File: src/rtl/cpumc_arb.sv
// rtl/cpumc_arb.sv - CPU/hci owner arbiter for the cpumc bus
// Stalls the 6502 via rdy and waits for settled read cycles before handing the bus to hci.
module cpumc_arb #(
  parameter int SETTLE_CYCLES  = 2,
  parameter int MIN_CPU_CYCLES = 4
) (
  input  logic        clk_in,
  input  logic        rst_in,
  input  logic        hci_req_in,
  input  logic [15:0] hci_a_in,
  input  logic        hci_r_nw_in,
  input  logic [7:0]  hci_d_in,
  input  logic [15:0] cpu_a_in,
  input  logic        cpu_r_nw_in,
  input  logic [7:0]  cpu_d_in,
  output logic        cpu_rdy_out,
  output logic        hci_gnt_out,
  output logic [15:0] mc_a_out,
  output logic        mc_r_nw_out,
  output logic [7:0]  mc_d_out,
  output logic        mc_hci_sel_out
);

  typedef enum logic [1:0] {
    ST_CPU,
    ST_DRAIN,
    ST_HCI,
    ST_RELEASE
  } state_t;

  // Settle counter is 4 bits wide so the full SETTLE_CYCLES range fits.
  localparam logic [3:0] SETTLE_LAST = 4'(SETTLE_CYCLES - 1);
  localparam logic [7:0] TENURE_MAX  = 8'(MIN_CPU_CYCLES);
  localparam logic [7:0] TENURE_LAST = 8'(MIN_CPU_CYCLES - 1);

  state_t      state_q, state_d;
  logic [3:0]  scnt_q, scnt_d;
  logic [7:0]  tcnt_q, tcnt_d;

  always_ff @(posedge clk_in) begin
    if (rst_in) begin
      state_q <= ST_CPU;
      scnt_q  <= 4'd0;
      tcnt_q  <= 8'd0;
    end else begin
      state_q <= state_d;
      scnt_q  <= scnt_d;
      tcnt_q  <= tcnt_d;
    end
  end

  always_comb begin
    state_d = state_q;
    scnt_d  = scnt_q;
    tcnt_d  = tcnt_q;
    case (state_q)
      ST_CPU: begin
        if (tcnt_q < TENURE_MAX) tcnt_d = tcnt_q + 8'd1;
        if (hci_req_in && (tcnt_q >= TENURE_LAST)) begin
          state_d = ST_DRAIN;
          scnt_d  = 4'd0;
        end
      end
      ST_DRAIN: begin
        // The 6502 ignores rdy on writes, so only a run of reads proves it has stopped.
        if (!hci_req_in) begin
          state_d = ST_RELEASE;
        end else if (cpu_r_nw_in && (scnt_q == SETTLE_LAST)) begin
          state_d = ST_HCI;
        end else if (cpu_r_nw_in) begin
          scnt_d = scnt_q + 4'd1;
        end else begin
          scnt_d = 4'd0;
        end
      end
      ST_HCI: begin
        if (!hci_req_in) state_d = ST_RELEASE;
      end
      ST_RELEASE: begin
        state_d = ST_CPU;
        tcnt_d  = 8'd0;
      end
      default: state_d = ST_CPU;
    endcase
  end

  assign cpu_rdy_out    = (state_q == ST_CPU);
  assign hci_gnt_out    = (state_q == ST_HCI);
  assign mc_hci_sel_out = (state_q == ST_HCI);

  assign mc_a_out    = mc_hci_sel_out ? hci_a_in    : cpu_a_in;
  assign mc_r_nw_out = mc_hci_sel_out ? hci_r_nw_in : cpu_r_nw_in;
  assign mc_d_out    = mc_hci_sel_out ? hci_d_in    : cpu_d_in;

endmodule

File: config.mk
export PLATFORM = sky130hd
export DESIGN_NAME = cpumc_arb
export DESIGN_NICKNAME = d
export VERILOG_FILES = /design/src/rtl/cpumc_arb.sv
export SDC_FILE = /design/constraint.sdc
export NUM_CORES = 1
export LEC_CHECK = 0
export BUFFER_PORTS_ARGS = -buffer_cell sky130_fd_sc_hd__buf_2
export CORE_ASPECT_RATIO = 1.25
export CORE_MARGIN = 10
export CORE_UTILIZATION = 37
export DETAILED_ROUTE_END_ITERATION = 12
export GPL_TIMING_DRIVEN = 0
export PLACE_DENSITY = 0.73
export REMOVE_ABC_BUFFERS = 1
export SETUP_SLACK_MARGIN = 0.05
export SLEW_MARGIN = 10
export SYNTH_ARGS = -nofsm -noshare
export SYNTH_HDL_FRONTEND = slang
export SYNTH_SLANG_ARGS = --single-unit
export TNS_END_PERCENT = 30
File: constraint.sdc
create_clock -name clk_in -period 1.7 [get_ports clk_in]
set_input_delay 0.34 -clock clk_in [delete_from_list [all_inputs] [get_ports clk_in]]
set_output_delay 0.34 -clock clk_in [all_outputs]
set_load 0.02 [all_outputs]
# Yosys cells after proc, flatten, opt, wreduce, memory -nomap -nowiden
# Cells that the tools add are included.
# Widths: inputs -> output; s select.
[op_classes]
add_sub_neg = 2
mul = 0
div = 0
magnitude_cmp = 2
eq_ne = 10
shift = 0
n_mux = 15
bitwise = 0
reduce_logical = 8
[op_table]
columns = ["cell", "n"]
rows = [
  ["$mux 16", 1],
  ["$mux 4", 4],
  ["$mux 8", 2],
  ["$pmux 8 s2", 1],
  ["$add 8x1->8 const B", 1],
  ["$ge 8x2->1 const B", 1],
  ["$lt 8x3->1 const B", 1],
  ["$mux 2", 4],
  ["$pmux 2 s4", 1],
  ["$pmux 4 s2", 1],
  ["$ne 2x2->1 const B", 3],
  ["$add 4x1->4 const B", 1],
  ["$eq 2x2->1 const B", 2],
  ["$eq 4x1->1 const B", 1],
  ["$ne 2x1->1 const B", 2],
  ["$reduce_and 4->1", 1],
  ["$reduce_bool 2->1", 2],
  ["$ne 3x3->1 const B", 1],
  ["$reduce_and 3->1", 1],
  ["$eq 2x1->1 const B", 1],
  ["$logic_and 1x1->1", 2],
  ["$logic_not 2->1", 1],
  ["$reduce_and 2->1", 1],
  ["$mux 1", 1],
]
[word_totals]
ff_bits = 14
latchBits = 0
ramBits = 0
romBits = 0
in_bits = 53
output_inout_bits = 28
word_cells = 40
memories = 0

# Longest topological paths before layout
# Gate-level depths: netlist of the first run.
[depth]
ltp_word = 5
ltp_mapped = 7
mapped_depth_nobuf = 6

# Worst setup path before layout of the first run
# OpenSTA, ideal clock, no wires.
[synth_timing]
path_type = "register to output"
from = "register state_q[0]"
to = "output port mc_a_out[10]"
arrival_ns = 1.672
required_ns = 1.360
setup_slack_ns = -0.312
stages_incl_launch_ff = 6
n_path_buf = 2
cell_sequence = "dfxtp_1 > inv_1 > ha_1 > clkbuf_1 > buf_2 > mux2_2"
[synth_via]
elab_chain_cells = 2
[synth_lines]
columns = ["item", "line_no", "source"]
rows = [
  ["from (decl)", "36", "state_t state_q, state_d;"],
  ["from (signal assigned)", "46", "state_q <= state_d;"],
  ["$eq 2x2->1", "--", ""],
  ["named net hci_gnt_out", "17", "output logic hci_gnt_out,"],
  ["$mux 16", "91", "assign mc_a_out = mc_hci_sel_out ? hci_a_in : cpu_a_in;"],
  ["to (decl)", "18", "output logic [15:0] mc_a_out,"],
]
# The timed path passes the listed nets, and every way through them passes these cells.

# Worst setup path in the final report of the first run
[layout_timing]
from = "register state_q[0]"
to = "output port mc_a_out[5]"
[layout_via]
elab_chain_cells = 2
[layout_lines]
columns = ["item", "line_no", "source"]
rows = [
  ["$eq 2x2->1", "89", "assign mc_hci_sel_out = (state_q == ST_HCI);"],
  ["$mux 16", "91", ""],
]
# Every way passes these cells.

==> results by group, run 1 <==
Floorplan
  • # rows: 22
  • Die ar.: 5710 sq um
  • Die height: a little over 80 um
  • Core ar.: ~3000 sq um
  • Chip Width: just under 70 um
  • Starting Density: 0.387
  • IO Pins: 81

Detailed routing
  • Wire per inst: between 20 and 25 um
  • Vias: roughly 1.4k
  • Routed WL: between 5000 and 6000 um
  • Vias per std cell: 5.55
  • Initial DRC Count: 53
  • Final ANT Viol Nets: 0
  • 1st-pass router iterations: 4
  • Drc violations: 0

Synth
  • Synth warnings: 0
  • Synth area leaders: mux2_2 26%, dfxtp_1 25%, ha_1 7.7%
  • Post-synthesis mux area share: 0.266
  • Syn Inst Count: 122
  • Largest family of logic cells by synthesized area: multiplexers
  • Synth top area share: 0.257
  • Yosys top cell by area: mux2_2
  • Yosys cell types: 40
  • Flops & latches, synth: 14
  • Compound-Gate Fraction of Synth Area: 0.174
  • Simple-gate portion of the synthesized area: 0.190
  • Post-synthesis xor/xnor area fraction: 0
  • Sequential-to-total area share from yosys stat: 0.246
  • Area of the mapped netlist: 1140 sq um
  • Mapped Avg Cell Area: 9.33 sq um
  • Synth Area in Adders: 0.0769

CTS
  • CTS tree: yes
  • CTS sink count: 14
  • Reg clk slew, reported paths: approximately 0.10 ns
  • CTS buffer count: 3
  • Clk root buf: clkbuf_4
  • Longest Clk Path Bufs: 2
  • Worst-Skew Late Latency: ~0.3 ns
  • Number of H-tree levels: 1

STA
  • Final worst slack: -0.201 ns
  • Slew headroom: 0.722
  • Clock skew: between 0.01 and 0.015 ns
  • RSZ-0062 raised after global routing: yes
  • Final hold vios: 0
  • Fin Setup TNS: -4.68 ns
  • Peak Freq: approximately 530 MHz
  • Worst-Margin Slew: 0.414 ns
  • Fin. max-slew vios: 0
  • Tmin final: about 1.9 ns
  • Final setup viols: 26
  • Final period utilization: 1.12

Power and ir drop
  • Worst VDD drop: ~0.00045 V
  • Static Leak: 0.967 nW
  • Power Dens Cells: between 600 and 700 nW/um^2
  • Final Power: about 1.4 mW

Final layout
  • Nets: between 200 and 300
  • Util after Layout: 0.686
  • Number of fill cells: 224
  • Antenna diodes: 0
  • Share of layout cells above drive strength 1: 0.649
  • Layout area overhead: 77.5%

GRT
  • Grt total ovfl: 0
  • First-pass GRT wire length: between 7000 and 8000 um
  • Largest net degree at the start of global routing: 14
  • Antenna violations before repair: 0
  • Vias in the first global route: approximately 1.4k
  • GRT Resource Usage Total: 0.160

Place
  • Port bufs: 80
  • GPL Wtd Cong: 0.798
  • Place WS: -0.644 ns
  • Hpwl dp: approximately 3700 um

Critical path
  • Startpoint Class: register
  • Crit path DAT: roughly 1.6 ns
  • Setup crit end: mc_a_out[5]
  • Reg2reg start: state_q[1]
  • Critical Path RT: about 1.4 ns
  • CP Launch Point: state_q[0]
  • R2R Setup Slk: -0.02 ns
  • Reg2Reg Depth: 6
  • Critical Path End Type: output pin
  • Setup CP Type: reg -> out
  • R2r endpoint: scnt_q[0]
  • CP max FO: 8

Run status
  • Status: finished, violations left
  • Failing checks: setup timing

Min path
  • Hold/Removal Path Class: in -> reg

Run
  • Max-Cap Viols: 0
worst max-delay path, stage by stage, from the launching register on:
cell,delay (ns)
dfxtp_2,0.34
inv_2,0.08
ha_4,0.22
buf_12,0.16
mux2_4,0.32
buf_6,0.14
cell usage after synthesis (all sizes together):
| cell | count |
|---|---|
| and3 | 3 |
| dfxtp | 14 |
| nor3b | 2 |
| a41o | 1 |
| a31o | 2 |
| nor2b | 2 |
| a22oi | 1 |
| a31oi | 1 |
| and4 | 1 |
| buf | 5 |
| nand2b | 1 |
| o211ai | 1 |
| inv | 6 |
| mux2 | 26 |
| clkbuf | 1 |
| or4 | 1 |
| nand3 | 2 |
| o31ai | 1 |
| a41oi | 3 |
| a211oi | 1 |
| a21oi | 10 |
| ha | 7 |
| nand3b | 2 |
| mux2i | 1 |
| o21ai | 3 |
| a21o | 1 |
| o21a | 1 |
| a2bb2oi | 1 |
| nor2 | 12 |
| o22ai | 1 |
| or3 | 1 |
| a32o | 1 |
| nor4 | 1 |
| nor3 | 1 |
| nand2 | 2 |
| nand4b | 1 |
| nand4bb | 1 |
cells in the final DEF, fill, tap and decap left out, types with 2 or more instances in the layout:
| master | synthesis | final |
|---|---|---|
| buf_2 | 4 | 53 |
| buf_6 | 0 | 27 |
| mux2_4 | 0 | 25 |
| nor2_1 | 12 | 12 |
| dfxtp_1 | 14 | 12 |
| a21oi_1 | 10 | 9 |
| inv_1 | 6 | 5 |
| ha_1 | 7 | 5 |
| buf_4 | 1 | 4 |
| o21ai_0 | 3 | 3 |
| clkbuf_4 | 0 | 3 |
| nor2b_1 | 2 | 2 |
| nand2_1 | 2 | 2 |
| a31o_2 | 2 | 2 |
| nand3b_1 | 2 | 2 |
| a41oi_2 | 0 | 2 |
| and3_1 | 2 | 2 |
| buf_12 | 0 | 2 |
| dfxtp_2 | 0 | 2 |
layer usage:
layer / up-vias / wire [um] / track usage
met1: 624 / 2070 / 0.161
met4: 0 / 95 / 0.0632
met2: 88 / 2270 / 0.264
li1: 631 / - / -
met3: 11 / 772 / 0.101
met5: - / 0 / 0
where the power goes:
group	total, mW	internal [mW]	switching [mW]
Combinational	0.746	0.382	0.364
Sequential	0.395	0.364	0.0310
Clock	0.258	0.131	0.127
cells by family after synthesis:
kind of cell | Yosys count
compound gates | 29
fa+ha+maj | 7
buf+inv | 12
flops | 14
mux | 27
simple gates | 33
flip-flops by register name, summed over array words and instances (netlist names):
register  cells
tcnt_q        8
scnt_q        4
state_q       2
per-stage QoR:
| step | cell area [sq um] | hold WS (ns) | instances |
|---|---|---|---|
| finish | 2020 | 0.368 | 244 |
| global route | 2020 | 0.402 | 244 |
| CTS | 1830 | 0.351 | 241 |
| detailed placement | 1550 | 0.456 | 232 |
| global placement | 1550 | 0.451 | 232 |
| floorplan | 1110 | 0.409 | 116 |
worst min-delay path by stage:
stage	from	endpoint	slack, ns	cells after the start
3_3_place_gp	tcnt_q[7]	tcnt_q[7]	0.45	2
4_1_cts	rst_in	tcnt_q[0]	0.35	2
5_1_grt	rst_in	tcnt_q[0]	0.40	2
2_1_floorplan	rst_in	tcnt_q[2]	0.41	1
3_5_place_dp	tcnt_q[7]	tcnt_q[7]	0.46	2
6_report	rst_in	tcnt_q[0]	0.37	2
repair_timing:
action	4_1_cts	5_1_grt
gates resized for setup	51	43
setup endpoints to repair	36	39
pin swaps	1	0
setup buffers	4	2
cloned	1	1
endpoints found under the hold margin	0	0
hold buffers	0	0
cell type report:
| class | count | area [sq um] | share of cell area |
|---|---|---|---|
| well taps | 36 | 45.0 | 0.0223 |
| inverters | 6 | 22.5 | 0.0111 |
| flip-flops and latches | 14 | 283 | 0.140 |
| multi-input cells | 96 | 942 | 0.466 |
| repair buffers | 88 | 692 | 0.342 |
| clock buffers | 4 | 36.3 | 0.0180 |
No activity file was read; power rests on OpenSTA's default activity.
==> run 2: changes to the inputs <==
Settings changed: PLACE_DENSITY 0.73 to 0.79.
==> results by group, run 2 (synthesis gave the netlist of run 1 again) <==
STA
  • Clock skew: 0.00627 ns
  • Final setup viols: 25
  • Fin. max-slew vios: 0
  • Final period utilization: 1.10
  • Tmin final: approximately 1.9 ns
  • Slew headroom: 0.708
  • RSZ-0062 raised after global routing: yes
  • Hold_ws: 0.354 ns
  • Final worst slack: -0.171 ns
  • Peak Freq: 535 MHz
  • Worst-Margin Slew: ~0.44 ns
  • Fin Setup TNS: -3.68 ns
  • Final hold vios: 0

Critical path
  • Critical Path RT: approximately 1.4 ns
  • Startpoint Class: register
  • Setup CP Type: reg -> out
  • Crit path DAT: roughly 1.5 ns
  • Critical Path End Type: output pin
  • CP max FO: 8

Final layout
  • Nets: 269
  • Number of fill cells: around 200
  • Fin cells: 244
  • Commonest non-fill, non-tap cell in the layout: buf_2
  • Post-route cell area: between 2000 and 2500 sq um
  • Most frequent cells in the layout: 55 x buf_2, 25 x mux2_4, 25 x buf_6, 12 x nor2_1, 12 x dfxtp_1
  • Layout area overhead: 77.1%
  • Most flops, register: tcnt_q
  • Antenna diodes: 0
  • Max reg flops: 8
  • Share of layout cells above drive strength 1: 0.649
  • Largest regs: tcnt_q: 8 flops, scnt_q: 4 flops, state_q: 2 flops

Run status
  • Status: finished, violations left
  • Failing checks: setup timing

CTS
  • Clk root buf: clkbuf_4
  • Hold_buf cts: 0
  • CTS sink count: 14
  • Worst-Skew Late Latency: about 0.28 ns
  • Number of H-tree levels: 1
  • CTS tree: yes
  • Longest Clk Path Bufs: 2
  • CTS buffer count: 3
  • Reg clk slew, reported paths: 0.10 ns

Floorplan
  • Core ar.: between 2000 and 3000 sq um
  • Starting Density: 0.387
  • Die ar.: about 5700 sq um
  • IO Pins: 81
  • Chip Width: 69.6 um
  • # rows: 22
  • Die height: about 80 um

Detailed routing
  • Vias per std cell: ~5.6
  • Vias: roughly 1.4k
  • Final ANT Viol Nets: 0
  • Met1 wire length: approximately 1700 um
  • Initial DRC Count: 56
  • WL met3: around 820 um
  • Top layer in use: met4
  • 1st-pass router iterations: 4
  • Drc violations: 0
  • Wire per inst: ~21 um
  • Met2 wire len: between 2000 and 2500 um
  • Routed WL: between 5000 and 6000 um

Place
  • Port bufs: 80
  • Placed Area: 1550 sq um
  • Placed Cells: around 230
  • GPL Wtd Cong: ~0.77
  • Hpwl dp: around 3400 um

GRT
  • Grt total ovfl: 0
  • Vias in the first global route: 1,507
  • GRT Resource Usage Total: 0.152
  • Largest net degree at the start of global routing: 15
  • Antenna violations before repair: 0
  • First-pass GRT wire length: roughly 7200 um

Min path
  • Hold/Removal Path Class: in -> reg

Run
  • Max-Cap Viols: 0

Power and ir drop
  • Static Leak: about 0.97 nW
  • Power Dens Cells: around 700 nW/um^2
  • Worst VDD drop: around 0.0004 V
## run 2: cell counts in the layout (fill, tap and decap cells not counted)
Identical to the previous run, type by type.
## run 2: final timing paths
path	from	slack (ns)	to	cells past startpoint
min reg2reg	tcnt_q[7]	0.50	tcnt_q[7]	2
max	state_q[0]	-0.17	mc_a_out[3]	5
max reg2reg	state_q[0]	0.06	scnt_q[0]	7
min	rst_in	0.35	tcnt_q[2]	2
## run 2: power by group
| group | internal, mW | leakage, nW | switching [mW] | total [mW] |
|---|---|---|---|---|
| Sequential | 0.363 | 0.115 | 0.0299 | 0.393 |
| Clock | 0.130 | 0.0210 | 0.118 | 0.248 |
| Combinational | 0.399 | 0.832 | 0.373 | 0.772 |
| Total | 0.892 | 0.967 | 0.520 | 1.41 |
## run 2: layout make-up
class                      instances  area (sq um)  area share
tap                               36          45.0      0.0223
timing repair buffer              88           679       0.337
inverter                           6          22.5      0.0112
sequential                        14           285       0.141
clock buffer                       4          36.3      0.0180
multi-input combinational         96           948       0.470
## run 2: worst max-delay path: stages (launching register included)
cell and delay (ns):
dfxtp_2 0.34, inv_2 0.07, ha_4 0.22, buf_12 0.16
mux2_4 0.32, buf_6 0.14
## run 2: layer usage
metal,vias to the layer above,GRT usage
li1,628,-
met2,94,0.266
met4,0,0.0573
met5,-,0
met1,647,0.141
met3,8,0.100
## run 2: repair_timing
action,4_1_cts,5_1_grt
gates cloned,1,1
gates resized for setup,59,33
buffers inserted,5,1
pin swaps,1,0
endpoints found under the setup margin,37,29
## run 2: through the flow
| stage | utilization | setup WS, ns | power [mW] |
|---|---|---|---|
| after floorplan | - | -0.504 | 0.768 |
| after global placement | 0.527 | -0.619 | 0.940 |
| after detailed placement | 0.527 | -0.617 | 0.948 |
| after CTS | 0.636 | -0.156 | 1.33 |
| after global routing | 0.685 | -0.204 | 1.50 |
| final | 0.685 | -0.171 | 1.41 |
==> run 3: changes to the inputs <==
Settings changed: SKIP_CTS_REPAIR_TIMING from default to 1, SKIP_LAST_GASP from default to 1.
==> results by group, run 3 (synthesis gave the netlist of run 1 again) <==
Critical path
  • Worst path max stage delay: about 0.38 ns
  • Startpoint Class: register
  • Crit path DAT: 1.57 ns
  • Slowest CP cell: dfxtp_4
  • Critical Path RT: about 1.4 ns
  • CP Cell Sequence: inv_4 > ha_4 > buf_12 > mux2_2 > buf_2
  • Critical Path End Type: output pin
  • R2R Setup Slk: -0.05 ns
  • Setup CP Type: reg -> out
  • CP max FO: 13

Run status
  • Failing checks: setup timing
  • Status: finished, violations left

Final layout
  • Antenna diodes: 0
  • Layout area overhead: 60.2%
  • Util after Layout: 0.619
  • Most frequent cells in the layout: 66 x buf_2, 16 x mux2_2, 14 x buf_6, 12 x nor2_1, 12 x dfxtp_1
  • Commonest non-fill, non-tap cell in the layout: buf_2
  • Share of layout cells above drive strength 1: 0.624
  • Max reg flops: 8
  • Nets: around 270
  • Most flops, register: tcnt_q
  • Largest regs: tcnt_q: 8 flops, scnt_q: 4 flops, state_q: 2 flops
  • Fin cells: 241

Min path
  • Hold/Removal Path Class: in -> reg

CTS
  • Clk root buf: clkbuf_4
  • CTS sink count: 14
  • Number of H-tree levels: 1
  • Worst-Skew Late Latency: between 0.2 and 0.3 ns
  • Reg clk slew, reported paths: 0.10 ns
  • Longest Clk Path Bufs: 2
  • CTS buffer count: 3
  • CTS tree: yes

Detailed routing
  • Wire per inst: 17.5 um
  • Initial DRC Count: 63
  • Vias: around 1.3k
  • Drc violations: 0
  • Vias per std cell: 5.44
  • 1st-pass router iterations: 4
  • Final ANT Viol Nets: 0
  • Routed WL: between 4000 and 5000 um

Floorplan
  • Chip Width: about 70 um
  • Die height: 82.0 um
  • # rows: 22
  • Starting Density: 0.387
  • IO Pins: just over 80
  • Core ar.: 2950 sq um
  • Die ar.: approximately 5700 sq um

STA
  • Slew headroom: 0.651
  • RSZ-0062 raised after global routing: yes
  • Final hold vios: 0
  • Worst-Margin Slew: about 0.52 ns
  • Fin Setup TNS: -4.56 ns
  • Fin. max-slew vios: 0
  • Final period utilization: 1.12
  • Tmin final: 1.91 ns
  • Peak Freq: approximately 520 MHz
  • Final setup viols: 29
  • Clock skew: 0.00781 ns
  • Final worst slack: -0.210 ns

Place
  • Port bufs: 80
  • Placed Cells: 232
  • GPL Wtd Cong: between 0.7 and 0.8
  • Hpwl dp: approximately 3400 um

GRT
  • Antenna violations before repair: 0
  • First-pass GRT wire length: between 6000 and 7000 um
  • Grt total ovfl: 0
  • Largest net degree at the start of global routing: 30
  • GRT Resource Usage Total: 0.131
  • Vias in the first global route: roughly 1.4k

Power and ir drop
  • Power Dens Cells: slightly above 700 nW/um^2
  • Static Leak: a little under 0.9 nW
  • Worst VDD drop: 0.000371 V
  • Final Power: around 1.3 mW

Run
  • Max-Cap Viols: 0
[run 3: changes by cell type in the layout (fill, tap and decap cells not counted), moves of 2 or more]
| cell | delta |
|---|---|
| mux2_2 | +15 |
| mux2_4 | -15 |
| buf_2 | +11 |
| buf_6 | -11 |
| buf_4 | -2 |
| nor3b_1 | +2 |
| nor3b_2 | -2 |
[run 3: power breakdown]
part	total [mW]	switching, mW	internal (mW)
clock network	0.248	0.118	0.130
logic	0.643	0.327	0.316
registers	0.399	0.0337	0.365
total	1.29	0.479	0.811
[run 3: area by class of cell]
cell class / instances / area [sq um]
multi-input combinational: 96 / 865
tap: 36 / 45.0
clock buffer: 4 / 36.3
sequential: 14 / 285
fill: 246 / 1120
timing repair buffer: 85 / 568
inverter: 6 / 25.0
[run 3: critical path: cells and delay by family, from the launching register on]
family / cells / cell delay, ns
DFF: 1 / 0.38
adders and majority gates: 1 / 0.18
muxes: 1 / 0.34
buffers and inverters: 3 / 0.38
[run 3: path summary, 6_finish.rpt]
path / startpoint / end / cells past startpoint
worst max register to register: state_q[1] / tcnt_q[0] / 6
worst min-delay path: rst_in / tcnt_q[2] / 2
worst max-delay path: state_q[0] / mc_a_out[15] / 5
worst min register to register: tcnt_q[7] / tcnt_q[7] / 2
[run 3: layer usage]
metal / vias up / routed length, um / global-route usage
met5: - / 0 / 0
met4: 0 / 59 / 0.0296
met1: 592 / 1410 / 0.127
li1: 619 / - / -
met3: 6 / 771 / 0.0965
met2: 93 / 1980 / 0.224
[run 3: stage by stage]
stage / setup slack, ns / hold slack, ns / cell area [sq um]
global route: -0.259 / 0.349 / 1820
finish: -0.210 / 0.349 / 1820
CTS: -0.952 / 0.350 / 1590
detailed placement: -0.617 / 0.456 / 1550
floorplan: -0.504 / 0.409 / 1110
global placement: -0.619 / 0.447 / 1550
